## config.mk

```make
export PLATFORM = sky130hd
export DESIGN_NAME = vdp_cpu_port
export DESIGN_NICKNAME = d
export VERILOG_FILES = /design/src/rtl/vdp_cpu_port.sv
export SDC_FILE = /design/constraint.sdc
export NUM_CORES = 1
export LEC_CHECK = 0
export ABC_CLOCK_PERIOD_IN_PS = 3320
export BUFFER_PORTS_ARGS = -buffer_cell sky130_fd_sc_hd__buf_2
export CAP_MARGIN = 20
export CORE_ASPECT_RATIO = 0.9
export CORE_MARGIN = 2
export CORE_UTILIZATION = 23
export CTS_CLUSTER_DIAMETER = 150
export DETAILED_ROUTE_END_ITERATION = 16
export PLACE_DENSITY_LB_ADDON = 0.15
export SLEW_MARGIN = 20
export SYNTH_ARGS = -nofsm -noshare
export SYNTH_HDL_FRONTEND = slang
export SYNTH_SLANG_ARGS = --single-unit
export TNS_END_PERCENT = 1
```

## constraint.sdc

```tcl
create_clock -name clk -period 3.32 [get_ports clk]
set_input_delay 0.664 -clock clk [delete_from_list [all_inputs] [get_ports clk]]
set_output_delay 0.664 -clock clk [all_outputs]
set_load 0.1 [all_outputs]
```

## src/rtl/vdp_cpu_port.sv

```systemverilog
// CPU-side front end of the VDP. It decodes Z80 data/control port accesses into
// VRAM/CRAM/register-file writes, buffered VRAM reads and status reads.
module vdp_cpu_port #(
    parameter int RD_LAT   = 2,
    parameter int NUM_REGS = 10
) (
    input  logic                  clk,
    input  logic                  rst_L,
    input  logic                  cpu_wr,
    input  logic                  cpu_rd,
    input  logic                  cpu_port_sel,
    input  logic [7:0]            cpu_data_in,
    output logic [7:0]            cpu_data_out,
    output logic                  cpu_wait,
    input  logic                  screenBusy,
    output logic [13:0]           VRAM_addr,
    output logic                  VRAM_wr_en,
    output logic [7:0]            VRAM_wr_data,
    output logic                  VRAM_rd_en,
    input  logic [7:0]            VRAM_rd_data,
    output logic                  CRAM_wr_en,
    output logic [4:0]            CRAM_addr,
    output logic [5:0]            CRAM_wr_data,
    output logic [NUM_REGS*8-1:0] regFile,
    input  logic                  frame_set,
    input  logic                  sprOvf_set,
    input  logic                  sprColl_set,
    output logic                  irq_L
);

    localparam int CW = $clog2(RD_LAT + 1);

    typedef enum logic [2:0] {IDLE, WAIT_BUS, WRITE, RD_ISSUE, RD_WAIT} state_t;

    state_t        state, state_nx;
    logic [13:0]   addr;
    logic [1:0]    code;
    logic [7:0]    latch;
    logic          first_done;
    logic [7:0]    rd_buf;
    logic [2:0]    status;
    logic [13:0]   mem_addr;
    logic [7:0]    mem_data;
    logic          mem_is_rd;
    logic          mem_is_cram;
    logic [CW-1:0] lat_cnt;
    logic [7:0]    data_out_q;
    logic          irq_q;
    logic [7:0]    regs [NUM_REGS];

    // Strobes are only honoured in IDLE; anything else is a protocol violation.
    logic idle, ctrl_wr, data_wr, ctrl_rd, data_rd, prefetch, start_mem, capture;

    assign idle      = (state == IDLE);
    assign ctrl_wr   = idle & cpu_wr & cpu_port_sel;
    assign data_wr   = idle & cpu_wr & ~cpu_port_sel;
    assign ctrl_rd   = idle & cpu_rd & ~cpu_wr & cpu_port_sel;
    assign data_rd   = idle & cpu_rd & ~cpu_wr & ~cpu_port_sel;
    assign prefetch  = ctrl_wr & first_done & (cpu_data_in[7:6] == 2'b00);
    assign start_mem = data_wr | data_rd | prefetch;
    assign capture   = (state == RD_WAIT) && (lat_cnt == CW'(RD_LAT));

    always_ff @(posedge clk) begin
        if (!rst_L) state <= IDLE;
        else        state <= state_nx;
    end

    always_comb begin
        state_nx   = state;
        cpu_wait   = 1'b1;
        VRAM_wr_en = 1'b0;
        CRAM_wr_en = 1'b0;
        VRAM_rd_en = 1'b0;
        case (state)
            IDLE: begin
                cpu_wait = 1'b0;
                if (start_mem) state_nx = WAIT_BUS;
            end
            WAIT_BUS: begin
                if (!screenBusy) state_nx = mem_is_rd ? RD_ISSUE : WRITE;
            end
            WRITE: begin
                VRAM_wr_en = ~mem_is_cram;
                CRAM_wr_en = mem_is_cram;
                state_nx   = IDLE;
            end
            RD_ISSUE: begin
                VRAM_rd_en = 1'b1;
                state_nx   = RD_WAIT;
            end
            RD_WAIT: begin
                if (capture) state_nx = IDLE;
            end
            default: state_nx = IDLE;
        endcase
    end

    // The access address/data are snapshotted at the strobe so the post-access
    // increment of addr never disturbs the bus while a transfer is in flight.
    always_ff @(posedge clk) begin
        if (!rst_L) begin
            addr        <= '0;
            code        <= '0;
            latch       <= '0;
            first_done  <= 1'b0;
            rd_buf      <= '0;
            status      <= '0;
            mem_addr    <= '0;
            mem_data    <= '0;
            mem_is_rd   <= 1'b0;
            mem_is_cram <= 1'b0;
            lat_cnt     <= '0;
            data_out_q  <= '0;
            irq_q       <= 1'b1;
            for (int i = 0; i < NUM_REGS; i++) regs[i] <= '0;
        end else begin
            status <= (ctrl_rd ? 3'b000 : status) | {frame_set, sprOvf_set, sprColl_set};
            irq_q  <= ~(status[2] & regs[1][5]);

            if (data_wr | data_rd | ctrl_rd) first_done <= 1'b0;

            if (ctrl_wr) begin
                if (!first_done) begin
                    latch      <= cpu_data_in;
                    addr[7:0]  <= cpu_data_in;
                    first_done <= 1'b1;
                end else begin
                    code       <= cpu_data_in[7:6];
                    addr[13:8] <= cpu_data_in[5:0];
                    first_done <= 1'b0;
                    if (cpu_data_in[7:6] == 2'b10) begin
                        for (int i = 0; i < NUM_REGS; i++)
                            if (cpu_data_in[3:0] == 4'(i)) regs[i] <= latch;
                    end
                end
            end

            if (data_rd) data_out_q <= rd_buf;
            if (ctrl_rd) data_out_q <= {status, 5'b00000};

            if (start_mem) begin
                mem_addr    <= prefetch ? {cpu_data_in[5:0], addr[7:0]} : addr;
                mem_data    <= cpu_data_in;
                mem_is_rd   <= ~data_wr;
                mem_is_cram <= data_wr & (code == 2'b11);
            end

            if (state == RD_ISSUE)     lat_cnt <= CW'(1);
            else if (state == RD_WAIT) lat_cnt <= lat_cnt + CW'(1);

            if (state == WRITE) begin
                rd_buf <= mem_data;
                addr   <= addr + 14'd1;
            end
            if (capture) begin
                rd_buf <= VRAM_rd_data;
                addr   <= addr + 14'd1;
            end
        end
    end

    for (genvar g = 0; g < NUM_REGS; g++) begin : g_reg_out
        assign regFile[g*8 +: 8] = regs[g];
    end

    assign cpu_data_out = data_out_q;
    assign irq_L        = irq_q;
    assign VRAM_addr    = mem_addr;
    assign VRAM_wr_data = mem_data;
    assign CRAM_addr    = mem_addr[4:0];
    assign CRAM_wr_data = mem_data[5:0];

endmodule

```

==> results of run 1 <==
per-layer routing:
layer,wire length [µm],vias to the layer above
met4,200,2
met2,8560,158
met5,13,-
li1,-,2387
met3,991,19
met1,9530,2271
power groups by stage:
stage,logic [µW],clock network [µW],registers [µW]
CTS,764,2000,2150
global route,795,2080,2160
detailed placement,763,0,2200
floorplan,291,0,2510
global placement,763,0,2200
finish,756,1950,2150
flip-flops by register name, summed over array words and instances, names as in the netlist:
signal / count
VRAM_addr: 14
VRAM_wr_data: 8
addr: 14
code: 2
cpu_data_out: 8
first_done: 1
irq_L: 1
lat_cnt: 2
latch: 8
mem_is_cram: 1
mem_is_rd: 1
rd_buf: 8
regs: 80
state: 3
status: 3
cell families (layout without fill, tap and decap cells):
logic type	after synthesis	in the layout	share of synthesized area, %
simple gates	281	281	22.7
mux	12	12	1.94
buf+inv	57	210	4.60
flops	154	154	60.8
compound gates	101	101	9.54
fa+ha+maj	2	2	0.392
path summary, 6_finish.rpt:
kind / start / endpoint / slack, ns / cells after the start
setup / recovery: state[1]$_SDFFE_PN0P_ / VRAM_wr_en / 0.47 / 3
hold reg to reg: status[2]$_SDFF_PN0_ / irq_L$_SDFF_PN1_ / 0.44 / 1
hold / removal: status[2]$_SDFF_PN0_ / irq_L$_SDFF_PN1_ / 0.44 / 1
setup reg to reg: state[1]$_SDFFE_PN0P_ / regs[8][0]$_SDFFCE_PN0P_ / 0.95 / 6
critical path, cell delays in order (launching register included):
cell	delay, ns
dfxtp_1	0.54
or3b_2	0.65
nor2_1	0.13
buf_2	0.43
through the flow:
step                      std cells  utilization [%]  area [µm²]  setup WS (ns)  hold slack, ns
after floorplan                 607                -        6390          0.232           0.396
after global placement         1082             27.5        7470          0.798           0.432
after detailed placement       1082             27.5        7470          0.741           0.432
after CTS                      1114             29.6        8050          0.445           0.431
after global routing           1114             29.6        8050          0.367           0.449
final                          1114             29.6        8050          0.473           0.441
placed cells by master (no fill, tap or decap), types with 2 or more instances in the layout:
cell type / instances
a211oi_1: 10
a21oi_1: 49
a2bb2oi_1: 2
a311oi_1: 8
a31oi_1: 4
and2_1: 83
and3_1: 3
buf_2: 150
buf_4: 20
clkbuf_16: 17
clkinv_4: 3
dfxtp_1: 74
edfxtp_1: 80
ha_1: 2
inv_1: 6
inv_2: 2
inv_6: 5
inv_8: 4
mux2_2: 3
mux2i_1: 9
nand2_1: 91
nand3_1: 15
nand3b_1: 7
nand4_1: 7
nor2_1: 48
nor2_4: 3
nor3_1: 3
nor3b_1: 5
nor4_1: 3
o21a_1: 3
o21ai_0: 18
or3_1: 3
layout make-up:
cell class,count,area [µm²]
fillers,2847,19100
inverters,8,30.0
well taps,354,443
flip-flops and latches,154,3880
repair buffers,170,901
clock inverters,15,156
multi-input cells,396,2210
clock buffers,17,425
==> key figures, run 1 <==
Floorplanning
  – Starting Density: 23.5%
  – Row cnt: 57
  – I/O pin total: 151
  – CORE AREA: 27200 µm²
  – Die Ht: 162 µm
  – Die area: 29100 µm²
  – DIE WIDTH: 180 µm

Global routing
  – Vias in the first global route: 4638
  – Largest net degree at the start of global routing: 55
  – Global-route wire length before repair: 29200 µm
  – GRT Total Usage: 13.4%
  – Antenna violations before repair: 1
  – Met1 Usage GRT: 18.9%
  – Grt met3 use: 3.23%
  – GR Overflow Total: 0
  – Grt met2 use: 20.3%
  – Busiest layer in global routing: met2

Power
  – Leak: 0.00323 µW
  – Sw Pwr: 1610 µW
  – PwrDens: 604 nW/µm²
  – Peak supply drop: 0.314 mV
  – Tot Pwr: 4860 µW
  – Clock network fraction of design power: 40.2%
  – Sw Ratio: 33.0%
  – Power Internal: 3260 µW
  – Combinational power share: 15.6%
  – Reg power frac: 44.2%

Job
  – Max Cap Viol: 0

Synth
  – Synth area leader: edfxtp_1
  – Most common flop cell mapped by yosys: edfxtp_1
  – Yosys top cell area share: 37.6%
  – Most frequent cell after synthesis: nand2_1
  – Flops & latches, synth: 154
  – Unique masters post-synth: 48
  – Syn avg cell area: 10.5 µm²
  – Most frequent cells after synthesis: nand2_1, and2_1, edfxtp_1
  – Post-Syn Nets: 634
  – Top cells by area, synth: edfxtp_1, dfxtp_1, and2_1, nand2_1, a21oi_1
  – Post-Synthesis Cell Area: 6390 µm²
  – Synth async-reset ratio: 0%
  – Post-synth EDFFs: 80
  – Ys Warns: 0
  – Cell count after synthesis: 607
  – Register area share after synthesis: 60.8%

Clock tree
  – Post-CTS setup buffer count: 0
  – Root Driver: clkbuf_16
  – CTS buffer count: 17
  – Clock Sinks: 154
  – CTS tree: done
  – Post-cts resize count: 0
  – H-tree depth: 4
  – Worst-Skew Late Latency: 0.43 ns
  – Clock-pin slew on the worst setup and hold paths: 0.07 ns
  – Hold buffers post-CTS: 0
  – Max Root-Sink Buffers: 2

STA
  – Final setup viols: 0
  – Setup_tns: 0 ns
  – Slew margin rel.: 55.8%
  – Slew Viols, Final: 0
  – RSZ-0062 raised after global routing: no
  – Achievable Freq: 351 MHz
  – Hold Vio Cnt, Final: 0
  – Worst-margin pin slew: 0.658 ns
  – Crit share post-route: 85.7%
  – Fin crit period: 2.85 ns
  – Clock Skew: 0.0113 ns

Route
  – Total Wirelength: 19300 µm
  – DR WL/cell: 17.3 µm
  – Iteration-0 DRC Markers: 294
  – Antenna-violating nets left: 0
  – Vias/cell: 4.34
  – Drt pass-1 iters: 4
  – DRC Markers: 0
  – Via Count: 4837

Setup path
  – Critical path endpoint category: output port
  – Critical path class: reg -> out
  – CP Max Fanout: 12
  – CP startpoint kind: flop
  – Worst Path Required: 2.66 ns
  – Data arrival time of the worst path: 2.18 ns

Placement
  – Port bufs: 150
  – HPWL Detailed: 13500 µm
  – Routability cong.: 0.740

Final layout
  – Final #Nets: 774
  – Synth-to-layout area growth: 26.0%
  – Share of cells above drive strength 1: 28.4%
  – ANT cells: 0

Status
  – Status: complete, no violations

Min path
  – Hold crit path type: reg -> reg
(Power assumes the default switching activity.)
==> run 2: changes to the inputs <==
--- a/config.mk
+++ b/config.mk
@@ -14,6 +14,7 @@
 export CTS_CLUSTER_DIAMETER = 150
 export DETAILED_ROUTE_END_ITERATION = 16
 export PLACE_DENSITY_LB_ADDON = 0.15
+export REMOVE_ABC_BUFFERS = 1
 export SLEW_MARGIN = 20
 export SYNTH_ARGS = -nofsm -noshare
 export SYNTH_HDL_FRONTEND = slang
==> run 2 against run 1 <==
Via count grew 0.29%. Global-route usage shrank 0.35 points. Largest power group unchanged. Clock power grew 3%. Largest cell class unchanged. Sequential power is essentially flat. Setup slack lost 0.0081 ns. Critical path type unchanged. Sequential share of layout area is essentially flat. Final area is essentially flat.
==> key figures, run 2 (synthesis results as in run 1) <==
Route
  – Iteration-0 DRC Markers: 376 (was 294)
  – Antenna-violating nets left: 0 (unchanged)
  – Drt pass-1 iters: 4 (unchanged)
  – Vias/cell: 4.36 (was 4.34)
  – DRC Markers: 0 (unchanged)
  – DR WL/cell: 16.9 µm (was 17.3 µm)
  – Total Wirelength: 18800 µm (was 19300 µm)
  – Via Count: 4851 (was 4837)

STA
  – RSZ-0062 raised after global routing: no (unchanged)
  – Setup_tns: 0 ns (unchanged)
  – Worst-margin pin slew: 0.764 ns (was 0.658 ns)
  – Final setup viols: 0 (unchanged)
  – Crit share post-route: 86.0% (was 85.7%)
  – Clock Skew: 0.0124 ns (was 0.0113 ns)
  – Achievable Freq: 350 MHz (was 351 MHz)
  – Slew Viols, Final: 0 (unchanged)
  – Fin crit period: 2.85 ns (about the same)
  – WHS: 0.443 ns (was 0.441 ns)
  – Final WS setup: 0.465 ns (was 0.473 ns)
  – Slew margin rel.: 49.0% (was 55.8%)
  – Hold Vio Cnt, Final: 0 (unchanged)

Placement
  – Dpl cell area: 7450 µm² (was 7470 µm²)
  – Port bufs: 150 (unchanged)
  – Pre-CTS WS: 0.710 ns (was 0.741 ns)
  – Placed insts: 1080 (was 1082)
  – HPWL Detailed: 13200 µm (was 13500 µm)
  – Routability cong.: 0.788 (was 0.740)

Final layout
  – Final #Nets: 772 (was 774)
  – Non-filler cells in the finished layout: 1112 (was 1114)
  – Fill cells: 2877 (was 2847)
  – ANT cells: 0 (unchanged)
  – Most frequent cells in the layout: buf_2, nand2_1, and2_1 (unchanged)
  – Number of flip-flops in the largest register: 80 (unchanged)
  – Most common cell after layout, fill and taps aside: buf_2 (unchanged)
  – Largest register by flop count: regs (unchanged)
  – Synth-to-layout area growth: 26.1% (was 26.0%)
  – Share of cells above drive strength 1: 28.4% (about the same)
  – Finished Cell Area: 8050 µm² (about the same)

Min path
  – Hold path startpoint: sprColl_set (was status[2]$_SDFF_PN0_)
  – Hold path depth: 3 (was 1)
  – Hold EP: status[0]$_SDFF_PN0_ (was irq_L$_SDFF_PN1_)
  – Hold crit path type: in -> reg (was reg -> reg)

Clock tree
  – Root Driver: clkbuf_16 (unchanged)
  – Post-cts resize count: 0 (unchanged)
  – Clock-pin slew on the worst setup and hold paths: 0.07 ns (about the same)
  – Clock Sinks: 154 (unchanged)
  – Worst-Skew Late Latency: 0.43 ns (about the same)
  – Hold buffers post-CTS: 0 (unchanged)
  – Post-CTS setup buffer count: 0 (unchanged)
  – H-tree depth: 4 (unchanged)
  – Max Root-Sink Buffers: 2 (unchanged)
  – CTS buffer count: 17 (unchanged)
  – CTS tree: done (unchanged)

Setup path
  – Reg2Reg Depth: 6 (unchanged)
  – FF-to-FF setup slack: 0.97 ns (was 0.95 ns)
  – Start of the worst register-to-register path: state[1]$_SDFFE_PN0P_ (unchanged)
  – CP Max Fanout: 12 (unchanged)
  – RR Endpoint: regs[0][4]$_SDFFCE_PN0P_ (was regs[8][0]$_SDFFCE_PN0P_)
  – Setup crit start: state[1]$_SDFFE_PN0P_ (unchanged)
  – Critical path endpoint category: output port (unchanged)
  – CP max stage cell: or3b_2 (unchanged)
  – CP startpoint kind: flop (unchanged)
  – Worst Path Required: 2.66 ns (about the same)
  – Worst path cell trace: or3b_2 -> nor2_1 -> buf_2 (unchanged)
  – Critical path class: reg -> out (unchanged)
  – Data arrival time of the worst path: 2.19 ns (was 2.18 ns)
  – CP max stage delay: 0.65 ns (about the same)

Power
  – Leak: 0.00322 µW (was 0.00323 µW)
  – PwrDens: 609 nW/µm² (was 604 nW/µm²)
  – Peak supply drop: 0.294 mV (was 0.314 mV)

Floorplanning
  – I/O pin total: 151 (unchanged)
  – Die area: 29100 µm² (unchanged)
  – Die Ht: 162 µm (unchanged)
  – Row cnt: 57 (unchanged)
  – DIE WIDTH: 180 µm (unchanged)
  – CORE AREA: 27200 µm² (unchanged)
  – Starting Density: 23.5% (unchanged)

Global routing
  – Global-route wire length before repair: 28700 µm (was 29200 µm)
  – Vias in the first global route: 4668 (was 4638)
  – Largest net degree at the start of global routing: 67 (was 55)
  – GRT Total Usage: 13.0% (was 13.4%)
  – GR Overflow Total: 0 (unchanged)
  – Antenna violations before repair: 0 (was 1)

Status
  – Status: complete, no violations (unchanged)

Job
  – Max Cap Viol: 0 (unchanged)
==> run 2: changes by cell type in the layout (fill, tap and decap cells not counted) <==
cell / delta
clkinv_1: -1
clkinv_4: -1
buf_4: -2
clkinv_8: +2
inv_6: -2
clkinvlp_4: +1
inv_8: +1
==> run 2: worst max-delay path, delay by kind of cell, from the launching register on <==
family        cells  cell delay (ns)
flops             1             0.54
buf+inv           1             0.43
simple gates      2             0.78
==> run 2: layout make-up <==
cell class	count	area [µm²]	area share, %
clock inverters	15	178	2.21
clock buffers	17	425	5.28
repair buffers	168	886	11.0
inverters	8	30.0	0.373
well taps	354	443	5.50
flip-flops and latches	154	3880	48.2
multi-input cells	396	2210	27.4
==> run 2: stage by stage <==
stage / total power (µW) / utilization, %
floorplan: 2750 / -
global placement: 2960 / 27.4
detailed placement: 2960 / 27.4
CTS: 4970 / 29.6
global route: 5080 / 29.6
finish: 4910 / 29.6
==> run 2: worst max path at each step <==
stage                                to  slack [ns]
4_1_cts                      VRAM_wr_en        0.44
3_5_place_dp   regs[0][3]$_SDFFCE_PN0P_        0.71
6_report                     VRAM_wr_en        0.47
2_1_floorplan                VRAM_wr_en        0.32
5_1_grt                      VRAM_wr_en        0.34
3_3_place_gp   regs[0][3]$_SDFFCE_PN0P_        0.73
==> run 2: routing by layer <==
layer  up-vias  global-route usage [%]  part of all wire, %
met1      2307                    19.1                   51
met3        15                    3.07                  5.2
met5         -                       0                    0
met2       151                    19.0                   43
met4         0                    3.77                  1.0
li1       2378                       -                    -
==> run 2: where the power goes <==
group / internal [µW] / total (µW) / switching [µW] / leakage [µW]
logic: 120 / 755 / 635 / 0.00151
clock network: 1080 / 2000 / 921 / 0.000290
registers: 2070 / 2150 / 82.2 / 0.00143
